[src/rtl/uart_cmd_arbiter.sv]
// -----------------------------------------------------------------------------
// uart_cmd_arbiter
//
// Shares the single command port of the UART controller among NUM_REQ
// requesters. A grant drives UART_ENB/instruction/write_value for one cycle,
// the write-back byte is captured at the end of that cycle, and the result is
// returned with a one-cycle req_ack pulse. A blocking read first polls
// "available?" and only issues "read" when wb_data[0] reports data. After a
// failed poll, the requester is masked for POLL_GAP cycles so it does not
// monopolise the port.
//
// Parameters:
//   NUM_REQ   number of requesters (2..8)
//   POLL_GAP  mask length after a failed blocking-read poll (0..255)
//
// Ports:
//   clock        system clock, all state changes on posedge
//   reset        synchronous, active-high
//   req_valid    [NUM_REQ]     request pending per requester
//   req_op       [2*NUM_REQ]   op per requester: 00 blocking read,
//                              01 available?, 10 non-blocking read, 11 write
//   req_wdata    [8*NUM_REQ]   write byte per requester
//   req_ack      [NUM_REQ]     one-cycle completion pulse
//   resp_data    [8]           result byte, valid while req_ack is high
//   busy                       high whenever the FSM is not in IDLE
//   UART_ENB                   command strobe to the UART controller
//   instruction  [3]           001 available?, 010 read, 011 write, 000 idle
//   write_value  [8]           byte for the write command
//   wb_flag                    controller write-back valid (not needed here)
//   wb_data      [8]           controller write-back data
//
// Configuration macro:
//   UART_ARB_FIXED_PRIO_EN  defined: lowest eligible index wins, with no
//                           round-robin pointer. Undefined (default):
//                           round-robin arbitration starting after the last
//                           serviced requester.
// -----------------------------------------------------------------------------
module uart_cmd_arbiter #(
  parameter int NUM_REQ  = 4,
  parameter int POLL_GAP = 8
) (
  input  logic                 clock,
  input  logic                 reset,
  input  logic [NUM_REQ-1:0]   req_valid,
  input  logic [2*NUM_REQ-1:0] req_op,
  input  logic [8*NUM_REQ-1:0] req_wdata,
  output logic [NUM_REQ-1:0]   req_ack,
  output logic [7:0]           resp_data,
  output logic                 busy,
  output logic                 UART_ENB,
  output logic [2:0]           instruction,
  output logic [7:0]           write_value,
  input  logic                 wb_flag,
  input  logic [7:0]           wb_data
);

  localparam int IDX_W = (NUM_REQ > 1) ? $clog2(NUM_REQ) : 1;

  localparam logic [2:0] INS_IDLE  = 3'b000;
  localparam logic [2:0] INS_AVAIL = 3'b001;
  localparam logic [2:0] INS_READ  = 3'b010;
  localparam logic [2:0] INS_WRITE = 3'b011;

  typedef enum logic [1:0] {
    S_IDLE,
    S_ISSUE,
    S_ISSUE_RD
  } state_e;

  typedef enum logic [1:0] {
    OP_BRD   = 2'b00,
    OP_AVAIL = 2'b01,
    OP_NBRD  = 2'b10,
    OP_WR    = 2'b11
  } op_e;

  state_e             state_q, state_d;
  logic [IDX_W-1:0]   idx_q, idx_d;
  op_e                op_q, op_d;
  logic               uart_enb_q, uart_enb_d;
  logic [2:0]         instr_q, instr_d;
  logic [7:0]         wval_q, wval_d;
  logic [NUM_REQ-1:0] req_ack_q, req_ack_d;
  logic [7:0]         resp_q, resp_d;
  logic [7:0]         mask_q [NUM_REQ];
  logic [7:0]         mask_d [NUM_REQ];

  op_e                op_arr    [NUM_REQ];
  logic [7:0]         wdata_arr [NUM_REQ];
  logic [NUM_REQ-1:0] eligible;
  logic               any_eligible;
  logic [IDX_W-1:0]   win_idx;
  logic               cmd_done;

  // Every write-back is treated as a result, whether or not wb_flag is set.
  logic unused_wb_flag;
  assign unused_wb_flag = wb_flag;

  // The requester being acked this cycle is excluded so that a requester
  // that keeps req_valid high cannot be granted twice in a row.
  always_comb begin
    for (int i = 0; i < NUM_REQ; i++) begin
      op_arr[i]    = op_e'(req_op[2*i +: 2]);
      wdata_arr[i] = req_wdata[8*i +: 8];
      eligible[i]  = req_valid[i] && (mask_q[i] == 8'd0) && !req_ack_q[i];
    end
  end

  assign any_eligible = |eligible;

`ifdef UART_ARB_FIXED_PRIO_EN
  // Lowest eligible index wins: scan downwards so the last hit is the lowest.
  always_comb begin
    win_idx = '0;
    for (int i = NUM_REQ - 1; i >= 0; i--) begin
      if (eligible[i]) win_idx = IDX_W'(i);
    end
  end

  logic unused_cmd_done;
  assign unused_cmd_done = cmd_done;
`else
  logic [IDX_W-1:0] rr_ptr_q, rr_ptr_d;

  // The pointer remembers the last requester that used the port, whether
  // it completed or failed its poll.
  assign rr_ptr_d = cmd_done ? idx_q : rr_ptr_q;

  always_ff @(posedge clock) begin
    if (reset) rr_ptr_q <= '0;
    else       rr_ptr_q <= rr_ptr_d;
  end

  // Search from rr_ptr+1 with wrap-around; the first eligible hit wins.
  always_comb begin
    logic             found;
    logic [IDX_W-1:0] cand;
    found   = 1'b0;
    cand    = '0;
    win_idx = '0;
    for (int k = 1; k <= NUM_REQ; k++) begin
      cand = IDX_W'((int'(rr_ptr_q) + k) % NUM_REQ);
      if (!found && eligible[cand]) begin
        found   = 1'b1;
        win_idx = cand;
      end
    end
  end
`endif

  // NOTE: every signal written here gets a default first, so no path
  // through the case statement can leave one unassigned and infer a latch.
  always_comb begin
    state_d    = state_q;
    idx_d      = idx_q;
    op_d       = op_q;
    uart_enb_d = 1'b0;
    instr_d    = INS_IDLE;
    wval_d     = 8'h00;
    req_ack_d  = '0;
    resp_d     = resp_q;
    cmd_done   = 1'b0;
    for (int i = 0; i < NUM_REQ; i++) begin
      mask_d[i] = (mask_q[i] != 8'd0) ? mask_q[i] - 8'd1 : 8'd0;
    end

    unique case (state_q)
      S_IDLE: begin
        if (any_eligible) begin
          state_d    = S_ISSUE;
          idx_d      = win_idx;
          op_d       = op_arr[win_idx];
          uart_enb_d = 1'b1;
          unique case (op_arr[win_idx])
            OP_BRD, OP_AVAIL: instr_d = INS_AVAIL;
            OP_NBRD:          instr_d = INS_READ;
            OP_WR: begin
              instr_d = INS_WRITE;
              wval_d  = wdata_arr[win_idx];
            end
            default:          instr_d = INS_IDLE;
          endcase
        end
      end

      S_ISSUE: begin
        if (op_q == OP_BRD) begin
          if (wb_data[0]) begin
            // Data present: the read follows immediately, so the strobe stays high.
            state_d    = S_ISSUE_RD;
            uart_enb_d = 1'b1;
            instr_d    = INS_READ;
          end else begin
            // No data: give the port away and hold this requester off.
            state_d        = S_IDLE;
            mask_d[idx_q]  = 8'(POLL_GAP);
            cmd_done       = 1'b1;
          end
        end else begin
          state_d          = S_IDLE;
          resp_d           = (op_q == OP_WR) ? 8'h00 : wb_data;
          req_ack_d[idx_q] = 1'b1;
          cmd_done         = 1'b1;
        end
      end

      S_ISSUE_RD: begin
        state_d          = S_IDLE;
        resp_d           = wb_data;
        req_ack_d[idx_q] = 1'b1;
        cmd_done         = 1'b1;
      end

      default: state_d = S_IDLE;
    endcase
  end

  // NOTE: state registers use non-blocking assignments so every flop samples
  // the values from before this edge, independent of statement order.
  always_ff @(posedge clock) begin
    if (reset) begin
      state_q    <= S_IDLE;
      idx_q      <= '0;
      op_q       <= OP_BRD;
      uart_enb_q <= 1'b0;
      instr_q    <= INS_IDLE;
      wval_q     <= 8'h00;
      req_ack_q  <= '0;
      resp_q     <= 8'h00;
      // NOTE: the mask counters form a small array that still needs a reset,
      // because a stale count would silently lock a requester out.
      mask_q     <= '{default: 8'h00};
    end else begin
      state_q    <= state_d;
      idx_q      <= idx_d;
      op_q       <= op_d;
      uart_enb_q <= uart_enb_d;
      instr_q    <= instr_d;
      wval_q     <= wval_d;
      req_ack_q  <= req_ack_d;
      resp_q     <= resp_d;
      mask_q     <= mask_d;
    end
  end

  assign req_ack     = req_ack_q;
  assign resp_data   = resp_q;
  assign busy        = (state_q != S_IDLE);
  assign UART_ENB    = uart_enb_q;
  assign instruction = instr_q;
  assign write_value = wval_q;

endmodule

[config.mk]
export PLATFORM = sky130hd
export DESIGN_NAME = uart_cmd_arbiter
export DESIGN_NICKNAME = d
export VERILOG_FILES = /design/src/rtl/uart_cmd_arbiter.sv
export SDC_FILE = /design/constraint.sdc
export NUM_CORES = 1
export LEC_CHECK = 0
export CORE_UTILIZATION = 53
export CTS_CLUSTER_DIAMETER = 50
export CTS_CLUSTER_SIZE = 20
export DETAILED_ROUTE_END_ITERATION = 12
export GPL_TIMING_DRIVEN = 0
export PLACE_DENSITY_LB_ADDON = 0.2
export SLEW_MARGIN = 10
export SYNTH_ARGS = -nofsm -noshare
export SYNTH_HDL_FRONTEND = slang
export SYNTH_SLANG_ARGS = --single-unit
[constraint.sdc]
create_clock -name clock -period 5 [get_ports clock]
set_clock_uncertainty 0.05 [all_clocks]
set_input_delay 0.75 -clock clock [delete_from_list [all_inputs] [get_ports clock]]
set_output_delay 0.75 -clock clock [all_outputs]
set_load 0.01 [all_outputs]
**Word level (Yosys, flattened, before mapping)**

Index checks and enable logic that the tools add are counted.

- Flip-flop bits (word level): 64
- Bits in latches: 0
- Bits in writable memories: 0
- Memory bits (read-only): 0
- Input bits: 55
- Output and inout port bits: 25
- Word-level logic and storage cells: 137
- Memories kept: 0

- $add $sub $neg: 8
- Multiply operators: 0
- Div/mod/pow operators: 0
- Order comparisons: 9
- Equal/unequal tests: 8
- Shift-type cells: 0
- Multiplexer cells: 53
- Bitwise operators: 8
- Reductions and logical operators: 38

Operators by type and width:

| cell | count |
|---|---|
| $mux 32 | 3 |
| $mux 8 | 9 |
| $logic_not 8->1 | 4 |
| $reduce_bool 8->1 | 4 |
| $sub 8x1->8 const B | 4 |
| $and 28x28->28 | 1 |
| $not 28->28 | 1 |
| $mux 2 | 11 |
| $bmux 8 s2 | 1 |
| $demux 8 s2 | 1 |
| $pmux 8 s2 | 1 |
| $lt 2x3->1 const B | 5 |
| $logic_and 1x1->1 | 13 |
| $mux 1 | 13 |
| $pmux 3 s3 | 1 |
| $bmux 1 s2 | 4 |
| $eq 2x2->1 const B | 4 |
| $pmux 4 s2 | 1 |
| $reduce_or 4->1 | 2 |
| $logic_not 1->1 | 7 |
| $ge 3x3->1 const B | 2 |
| $logic_not 2->1 | 3 |
| $not 2->3 | 2 |
| $pmux 3 s2 | 1 |
| 17 further kinds | 26 |

**Logic depth before layout (Yosys ltp)**

Gate-level depths: netlist (run 1).

- Depth in word-level cells: 24
- Mapped depth: 11

**Worst setup path before layout (run 1)**

No wires, ideal clock.

- Kind: reg2reg
- From: register mask_q[8] (netlist bit)
- To: register wval_q[0], in the netlist write_value[0]
- Arrival: 2626 ps
- Setup slack: 2236 ps
- Stages on the path, launching flop included: 10
- Buffers on the path: 0
- Period minus slack after synthesis: 2764 ps
- Cells stage by stage: dfxtp_1 inv_1 ha_1 or3b_2 nor3_4 nand2b_1 o41ai_1 a311oi_4 mux2_4 nor4_2

- Longest elaborated chain between the ends: 22
- Elaborated cells on any way between the ends: 36
- Classes of those cells: eq/ne: 1; mux: 21; bitwise: 3; reduce/logical: 11

RTL lines:

| what | line | source |
|---|---|---|
| start, declared | 85 | `logic [7:0] mask_q [NUM_REQ];` |
| start signal, assigned | 242 | `mask_q <= mask_d;` |
| $logic_not 8->1 * | 105 | `eligible[i] = req_valid[i] && (mask_q[i] == 8'd0) && !req_ack_q[i];` |
| $logic_and 1x1->1 * (2 in series) | 105 |  |
| $bmux 1 s2 | 143 | `if (!found && eligible[cand]) begin` |
| $mux 1 (not written as such) | 143 |  |
| $mux 1 | 143 |  |
| $logic_not 1->1 | 143 |  |
| $logic_and 1x1->1 | 143 |  |
| $mux 1 | 143 |  |
| [4 not listed] | - |  |
| $logic_and 1x1->1 | 143 |  |
| $mux 2 | 143 |  |
| $not 2->3 (not written as such) | 174, 179 |  |
| $bmux 2 s2 | 174 | `unique case (op_arr[win_idx])` |
| $mux 2 (not written as such) (2 in series) | 174 |  |
| $eq 2x2->1 | 174 |  |
| $not 1->1 (no source line) | - |  |
| $reduce_or 4->1 (no source line) | - |  |
| end signal, assigned | 239 | `wval_q <= wval_d;` |
| end, declared | 82 | `logic [7:0] wval_q, wval_d;` |

Every way passes the cells marked *; elsewhere a longest branch is shown, timed or not. The select of a mux whose other input is x is not followed.
A chain may end at the register's enable or synchronous reset.

**Worst setup path after layout (run 1)**

- From: register mask_q[9] (netlist bit)
- To: register wval_q[0], in the netlist write_value[0]

Same word-level chain as after synthesis.

==> impl_results.md, run 1 <==
- Crit path DAT: 3.40 ns
- Hold Path Depth: 1
- Post-synth EDFFs: 0
- Largest net degree at the start of global routing: 11
- Nets@finish: 505
- Tot GR Track Use: 25.65%
- Routability-driven placement congestion ratio: 0.8785
- Sink Count: 63
- Net Sw Frac: 42.49%
- Leak pwr: 0.001679 uW
- Post-route ant nets: 0
- Worst-skew pair later-pin latency: 0.34 ns
- PostCTS Resize Cnt: 0
- Avg Inst Size Synth: 9.061 um^2
- N_diodes: 0
- Count of state elements after synthesis: 63
- Setup Fix Bufs, Post-CTS: 0
- PD cells: 659.6 mW/mm^2
- WP data required: 5.19 ns
- Die W: 79.57 um
- Final HPWL DP: 5701 um
- CP Class: reg -> reg
- Post-CTS Hold Buffers: 0
- DRC: 0
- Combinational Power Share: 57.5%
- Clock share of power: 13.5%
- Largest area contributor in the netlist: dfxtp_1
- CTS Buf Count: 9
- Initial antenna violation count: 0
- Switching pwr: 1178 uW
- R2R depth: 9
- TNS Setup: 0 ns
- Area contributors post-synth: dfxtp_1 40%, mux2i_1 7.8%, nor2_1 6.5%, ha_1 4.3%, xnor2_1 4.1%
- Die area: 0.006331 mm^2
- Setup violators final: 0
- Port Buffers: 76
- WL/cell: 14.75 um
- Die height: 79.57 um
- Total power: 2773 uW
- Primary FF master, synth: dfxtp_1
- Rows: 27
- Fraction of layout cells with a size suffix above 1: 11.06%
- Detailed-router iteration count before antenna repair: 4
- CTS tree: built
- Vias in the first global route: 2761
- Distinct cell type count of the synthesized netlist: 47
- Core footprint: 0.005642 mm^2
- Crit Path Max Fanout: 10
- Crit share post-route: 64.14%
- Reg clk slew, reported paths: 0.07 ns
- Hold Fails Final Rpt: 0
- Worst min path class: reg -> reg
- Routed WL: 7597 um
- H-tree lvl count: 3
- Routed vias: 2790
- Violation count after the first detailed-route iteration: 67
- Mapped Area: 0.003189 mm^2
- Slew HR: 54.97%
- RSZ-0062 raised after global routing: false
- Area Overhead vs Synth: 31.82%
- Syn nets: 418
- GRT Residual Overflow: 0
- Vias per cell: 5.417
- Max-cap violations: 0
- Pint: 1595 uW
- Max clock buf depth: 2
- Root Driver: clkbuf_8
- Sequential group share of total power: 29.0%
- Fmax: 311.8 MHz
- First-pass GRT wire length: 12520 um
- Cells after Synth: 352
- Filler cell count in the final layout: 425
- Top-area cell type share of the netlist area: 39.54%
- Run status: finished clean
- Top-Level Pins: 80
- Peak VDD IR: 0.4007 mV
- CP Launch Type: register
- Register area share after synthesis: 39.54%
- Fin. max-slew vios: 0
- Yosys warnings: 0
- Endpoint kind of the worst setup timing path: register
- Min Tclk post-route: 3.207 ns
- Ys async rst share: 0%
- Initial Util: 56.53%
- Slew @ Worst Pin: 0.6692 ns
## cell usage in the layout (no fill, tap or decap), types with 2 or more instances in the layout
| master | instances |
|---|---|
| clkdlybuf4s50_1 | 76 |
| dfxtp_1 | 63 |
| nor2_1 | 55 |
| mux2i_1 | 25 |
| nand2_1 | 22 |
| a21oi_1 | 17 |
| inv_1 | 16 |
| xnor2_1 | 15 |
| nand3_1 | 14 |
| ha_1 | 11 |
| clkbuf_8 | 10 |
| clkbuf_1 | 9 |
| nor4_1 | 9 |
| nor4_2 | 9 |
| mux2_2 | 8 |
| nand2b_1 | 6 |
| nor3_1 | 6 |
| xor2_1 | 6 |
| nor2b_1 | 5 |
| or3_1 | 5 |
| nand4_1 | 4 |
| o21ai_1 | 4 |
| a211oi_1 | 4 |
| o31ai_1 | 3 |
| or3b_2 | 3 |
| nand3b_1 | 3 |
| clkinv_2 | 3 |
| or2_2 | 2 |
| buf_1 | 2 |
| or4_1 | 2 |
| buf_2 | 2 |
| o41ai_1 | 2 |
| mux2_4 | 2 |
| and3_1 | 2 |
| o21ba_2 | 2 |
## synth_stat cells (2+ instances only)
| master | n |
|---|---|
| a211oi_1 | 4 |
| a21oi_1 | 17 |
| and3_1 | 2 |
| buf_1 | 2 |
| buf_2 | 2 |
| clkbuf_1 | 8 |
| dfxtp_1 | 63 |
| ha_1 | 11 |
| inv_1 | 16 |
| mux2_2 | 8 |
| mux2_4 | 2 |
| mux2i_1 | 25 |
| nand2_1 | 22 |
| nand2b_1 | 6 |
| nand3_1 | 14 |
| nand3b_1 | 3 |
| nand4_1 | 4 |
| nor2_1 | 55 |
| nor2b_1 | 5 |
| nor3_1 | 6 |
| nor4_1 | 9 |
| nor4_2 | 9 |
| o21ai_1 | 4 |
| o21ba_2 | 2 |
| o31ai_1 | 3 |
| o41ai_1 | 2 |
| or2_2 | 2 |
| or3_1 | 5 |
| or3b_2 | 3 |
| or4_1 | 2 |
| xnor2_1 | 15 |
| xor2_1 | 6 |
## worst max-delay path, cell delays in order, from the launching register on
cell and delay, ns:
dfxtp_1 0.34, inv_1 0.10, ha_1 0.16, or3b_2 0.52
nor3_4 0.27, nand2b_1 0.23, o41ai_1 0.16, a311oi_4 0.57
mux2_4 0.44, nor4_2 0.25
## power groups by stage
stage | Sequential, uW | Clock, uW | Combinational [uW]
2_1_floorplan | 797 | 0 | 1210
3_3_place_gp | 803 | 0 | 1540
3_5_place_dp | 809 | 0 | 1590
4_1_cts | 801 | 384 | 1600
5_1_grt | 822 | 408 | 1760
6_report | 803 | 375 | 1590
## state kept, by name, summed over array words and instances (netlist names)
name	cells
rr_ptr_q	2
mask_q	32
op_q	2
resp_data	8
instruction	2
idx_q	2
UART_ENB	1
req_ack	4
state_q	2
write_value	8
## path summary, 6_finish.rpt
kind / from / to / slack [ns]
worst max-delay path: mask_q[9] / write_value[0] / 1.79
worst min-delay path: mask_q[16] / mask_q[16] / 0.39
worst max register to register: mask_q[9] / write_value[0] / 1.79
worst min register to register: mask_q[16] / mask_q[16] / 0.39
## routing by layer
layer  track usage (%)  vias up  wire length, um
met2             44.44       87             3763
met5                 0        -                0
met1             29.39     1298             3174
met4             9.455        0              114
li1                  -     1392                -
met3             7.886       13              545
## final cells by class
class / count / area (um^2) / share of cell area, %
Tap cell: 72 / 90.09 / 2.143
Inverter: 17 / 63.81 / 1.518
Clock inverter: 4 / 22.52 / 0.5357
Clock buffer: 11 / 141.4 / 3.363
Multi-Input combinational cell: 258 / 1798 / 42.77
Timing Repair Buffer: 76 / 760.7 / 18.10
Buffer: 14 / 66.31 / 1.577
Sequential cell: 63 / 1261 / 30.00
## metrics by stage
| stage | std cells | setup WS, ns | cell area (um^2) | hold WS, ns | util [%] |
|---|---|---|---|---|---|
| 6_report | 515 | 1.793 | 4204 | 0.3898 | 74.52 |
| 5_1_grt | 515 | 1.641 | 4204 | 0.4093 | 74.52 |
| 4_1_cts | 515 | 1.785 | 4204 | 0.3952 | 74.52 |
| 3_5_place_dp | 500 | 1.589 | 4040 | 0.3846 | 71.61 |
| 3_3_place_gp | 500 | 1.583 | 4040 | 0.3778 | 71.61 |
| 2_1_floorplan | 352 | 2.236 | 3189 | 0.3636 | - |
## kinds of logic after synthesis
group,count (synthesis),synth area share [%]
adders and majority gates,11,4.315
xor gates and xnor gates,21,5.767
buffers and inverters,31,4.080
and+or+nand+nor,150,25.23
DFF,63,39.54
other,1,0.1176
muxes,35,11.61
AOI/OAI and AO/OA,40,9.338
No activity file was read; power rests on OpenSTA's default activity.
==> run 2: changes to the inputs <==
--- a/config.mk
+++ b/config.mk
@@ -5,7 +5,7 @@
 export SDC_FILE = /design/constraint.sdc
 export NUM_CORES = 1
 export LEC_CHECK = 0
-export CORE_UTILIZATION = 53
+export CORE_UTILIZATION = 49
 export CTS_CLUSTER_DIAMETER = 50
 export CTS_CLUSTER_SIZE = 20
 export DETAILED_ROUTE_END_ITERATION = 12
==> constraint.sdc (replaced) <==
create_clock -name clock -period 3.2 [get_ports clock]
set_clock_uncertainty 0.05 [all_clocks]
set_input_delay 0.48 -clock clock [delete_from_list [all_inputs] [get_ports clock]]
set_output_delay 0.48 -clock clock [all_outputs]
set_load 0.01 [all_outputs]
==> run 2 against run 1 <==
Compared with the run above: via count fell by 2.8%; utilization is 6.9 points lower; first-iteration DRC count rose by 36%; die area increased by 8.0%; critical path depth grew 1; critical path type unchanged.
==> impl_results.md, run 2 (synthesized netlist as in run 1, its figures left out) <==
- Net Sw Frac: 40.93% (was 42.49%)
- DRC: 0 (unchanged)
- PD cells: 1039 mW/mm^2 (was 659.6 mW/mm^2)
- Violation count after the first detailed-route iteration: 91 (was 67)
- Final hold slack: 0.3882 ns (was 0.3898 ns)
- Hold Fails Final Rpt: 0 (unchanged)
- Hold Path Depth: 1 (unchanged)
- Setup WS post-layout: 0.2058 ns (was 1.793 ns)
- Min Tclk post-route: 2.994 ns (was 3.207 ns)
- Crit share post-route: 93.57% (was 64.14%)
- Sequential group share of total power: 28.3% (was 29.0%)
- Crit path DAT: 3.19 ns (was 3.40 ns)
- Vias per cell: 5.185 (was 5.417)
- WP data required: 3.40 ns (was 5.19 ns)
- Register area: 0.001261 mm^2 (unchanged)
- Detailed-router iteration count before antenna repair: 5 (was 4)
- Root Driver: clkbuf_8 (unchanged)
- Final HPWL DP: 5316 um (was 5701 um)
- Routed WL: 7196 um (was 7597 um)
- Biggest register: mask_q (unchanged)
- Clock share of power: 15.0% (was 13.5%)
- R2R depth: 10 (was 9)
- WL/cell: 13.76 um (was 14.75 um)
- Initial antenna violation count: 0 (unchanged)
- Largest net degree at the start of global routing: 11 (unchanged)
- Commonest cells after routing, fill and taps aside: 76 x clkdlybuf4s50_1, 63 x dfxtp_1, 55 x nor2_1 (unchanged)
- Most used routing layer: met2 (unchanged)
- Vias in the first global route: 2470 (was 2761)
- Slew HR: 60.09% (was 54.97%)
- N_diodes: 0 (unchanged)
- Setup violators final: 0 (unchanged)
- Global Route met1 Usage: 25.89% (was 29.39%)
- GRT Residual Overflow: 0 (unchanged)
- Max clock buf depth: 2 (unchanged)
- Die area: 0.006835 mm^2 (was 0.006331 mm^2)
- Post-place setup slack: -0.0007276 ns (was 1.589 ns)
- Die W: 82.68 um (was 79.57 um)
- Commonest non-fill, non-tap cell in the layout: clkdlybuf4s50_1 (unchanged)
- First-pass GRT wire length: 10950 um (was 12520 um)
- Layout Cells excl Fill: 523 (was 515)
- Max-cap violations: 0 (unchanged)
- CTS tree: built (unchanged)
- Fin. max-slew vios: 0 (unchanged)
- Rows: 29 (was 27)
- Crit Path Max Fanout: 10 (unchanged)
- Worst-skew pair later-pin latency: 0.33 ns (was 0.34 ns)
- Area Overhead vs Synth: 33.90% (was 31.82%)
- RSZ-0062 raised after global routing: false (unchanged)
- Peak VDD IR: 0.6282 mV (was 0.4007 mV)
- Initial Util: 50.52% (was 56.53%)
- Run status: finished clean (unchanged)
- Switching pwr: 1817 uW (was 1178 uW)
- Routed vias: 2712 (was 2790)
- CTS Buf Count: 9 (unchanged)
- Slew @ Worst Pin: 0.5987 ns (was 0.6692 ns)
- CP Launch Type: register (unchanged)
- Pint: 2622 uW (was 1595 uW)
- Core footprint: 0.006314 mm^2 (was 0.005642 mm^2)
- Nets@finish: 507 (was 505)
- Met2 Use GR: 36.31% (was 44.44%)
- Sink Count: 63 (unchanged)
- Tot GR Track Use: 21.38% (was 25.65%)
- Top-Level Pins: 80 (unchanged)
- Post-route ant nets: 0 (unchanged)
- Multi-input gate area: 0.001804 mm^2 (was 0.001798 mm^2)
- Worst min path class: reg -> reg (unchanged)
- Die height: 82.68 um (was 79.57 um)
- CP Class: reg -> reg (unchanged)
- Reg clk slew, reported paths: 0.07 ns (about the same)
- Filler cell count in the final layout: 529 (was 425)
- Routability-driven placement congestion ratio: 0.9094 (was 0.8785)
- Combinational Power Share: 56.7% (was 57.5%)
- H-tree lvl count: 3 (unchanged)
- Largest register FFs: 32 (unchanged)
- Port Buffers: 76 (unchanged)
- Fraction of layout cells with a size suffix above 1: 11.66% (was 11.06%)
- Grt met3 use: 4.396% (was 7.886%)
- Fmax: 334.0 MHz (was 311.8 MHz)
- Leak pwr: 0.001710 uW (was 0.001679 uW)
- Endpoint kind of the worst setup timing path: register (unchanged)
- Placed cell count: 505 (was 500)
[run 2: through the flow]
| stage | area (um^2) | setup TNS (ns) | util [%] | total power, uW |
|---|---|---|---|---|
| after floorplan | 3189 | 0 | - | 3139 |
| after global placement | 4046 | 0 | 64.09 | 3667 |
| after detailed placement | 4046 | -0.0007276 | 64.09 | 3726 |
| after CTS | 4237 | 0 | 67.10 | 4415 |
| after global routing | 4270 | 0 | 67.64 | 4785 |
| final | 4270 | 0 | 67.64 | 4438 |
[run 2: metal layers]
layer | up-vias | wire length [um]
met3 | 7 | 339
met2 | 60 | 3558
met1 | 1246 | 3199
li1 | 1399 | -
met4 | 0 | 99
met5 | - | 0
[run 2: layout make-up]
type / instances / share of cell area (%)
buffer: 14 / 1.553
clock buffer: 12 / 3.399
clock inverter: 4 / 1.055
inverter: 17 / 1.494
multi-input combinational: 258 / 42.25
sequential: 63 / 29.53
tap: 77 / 2.256
timing repair buffer: 78 / 18.46
[run 2: path summary, 6_finish.rpt]
| kind | startpoint | slack [ns] | endpoint |
|---|---|---|---|
| setup / recovery | mask_q[8] | 0.21 | write_value[5] |
| hold / removal | mask_q[16] | 0.39 | mask_q[16] |
| setup reg to reg | mask_q[8] | 0.21 | write_value[5] |
| hold reg to reg | mask_q[16] | 0.39 | mask_q[16] |
[run 2: worst max-delay path: stages (launching register included)]
cell      delay [ns]
dfxtp_1         0.34
inv_1           0.09
ha_1            0.14
or3b_2          0.53
nor3_4          0.26
nand2b_1        0.23
o41ai_1         0.15
a311oi_4        0.33
buf_12          0.17
mux2_4          0.38
nor4_2          0.22
[run 2: timing repair]
item | 4_1_cts | 5_1_grt
endpoints found under the setup margin | 0 | 9
setup buffers | 0 | 2
resized for setup | 0 | 1
hold buffers | 0 | 0
[run 2: power groups by stage]
stage / Sequential [uW] / Combinational, uW / Clock (uW)
detailed placement: 1270 / 2460 / 0
global route: 1290 / 2770 / 730
finish: 1260 / 2510 / 667
global placement: 1260 / 2410 / 0
floorplan: 1250 / 1890 / 0
CTS: 1250 / 2480 / 686
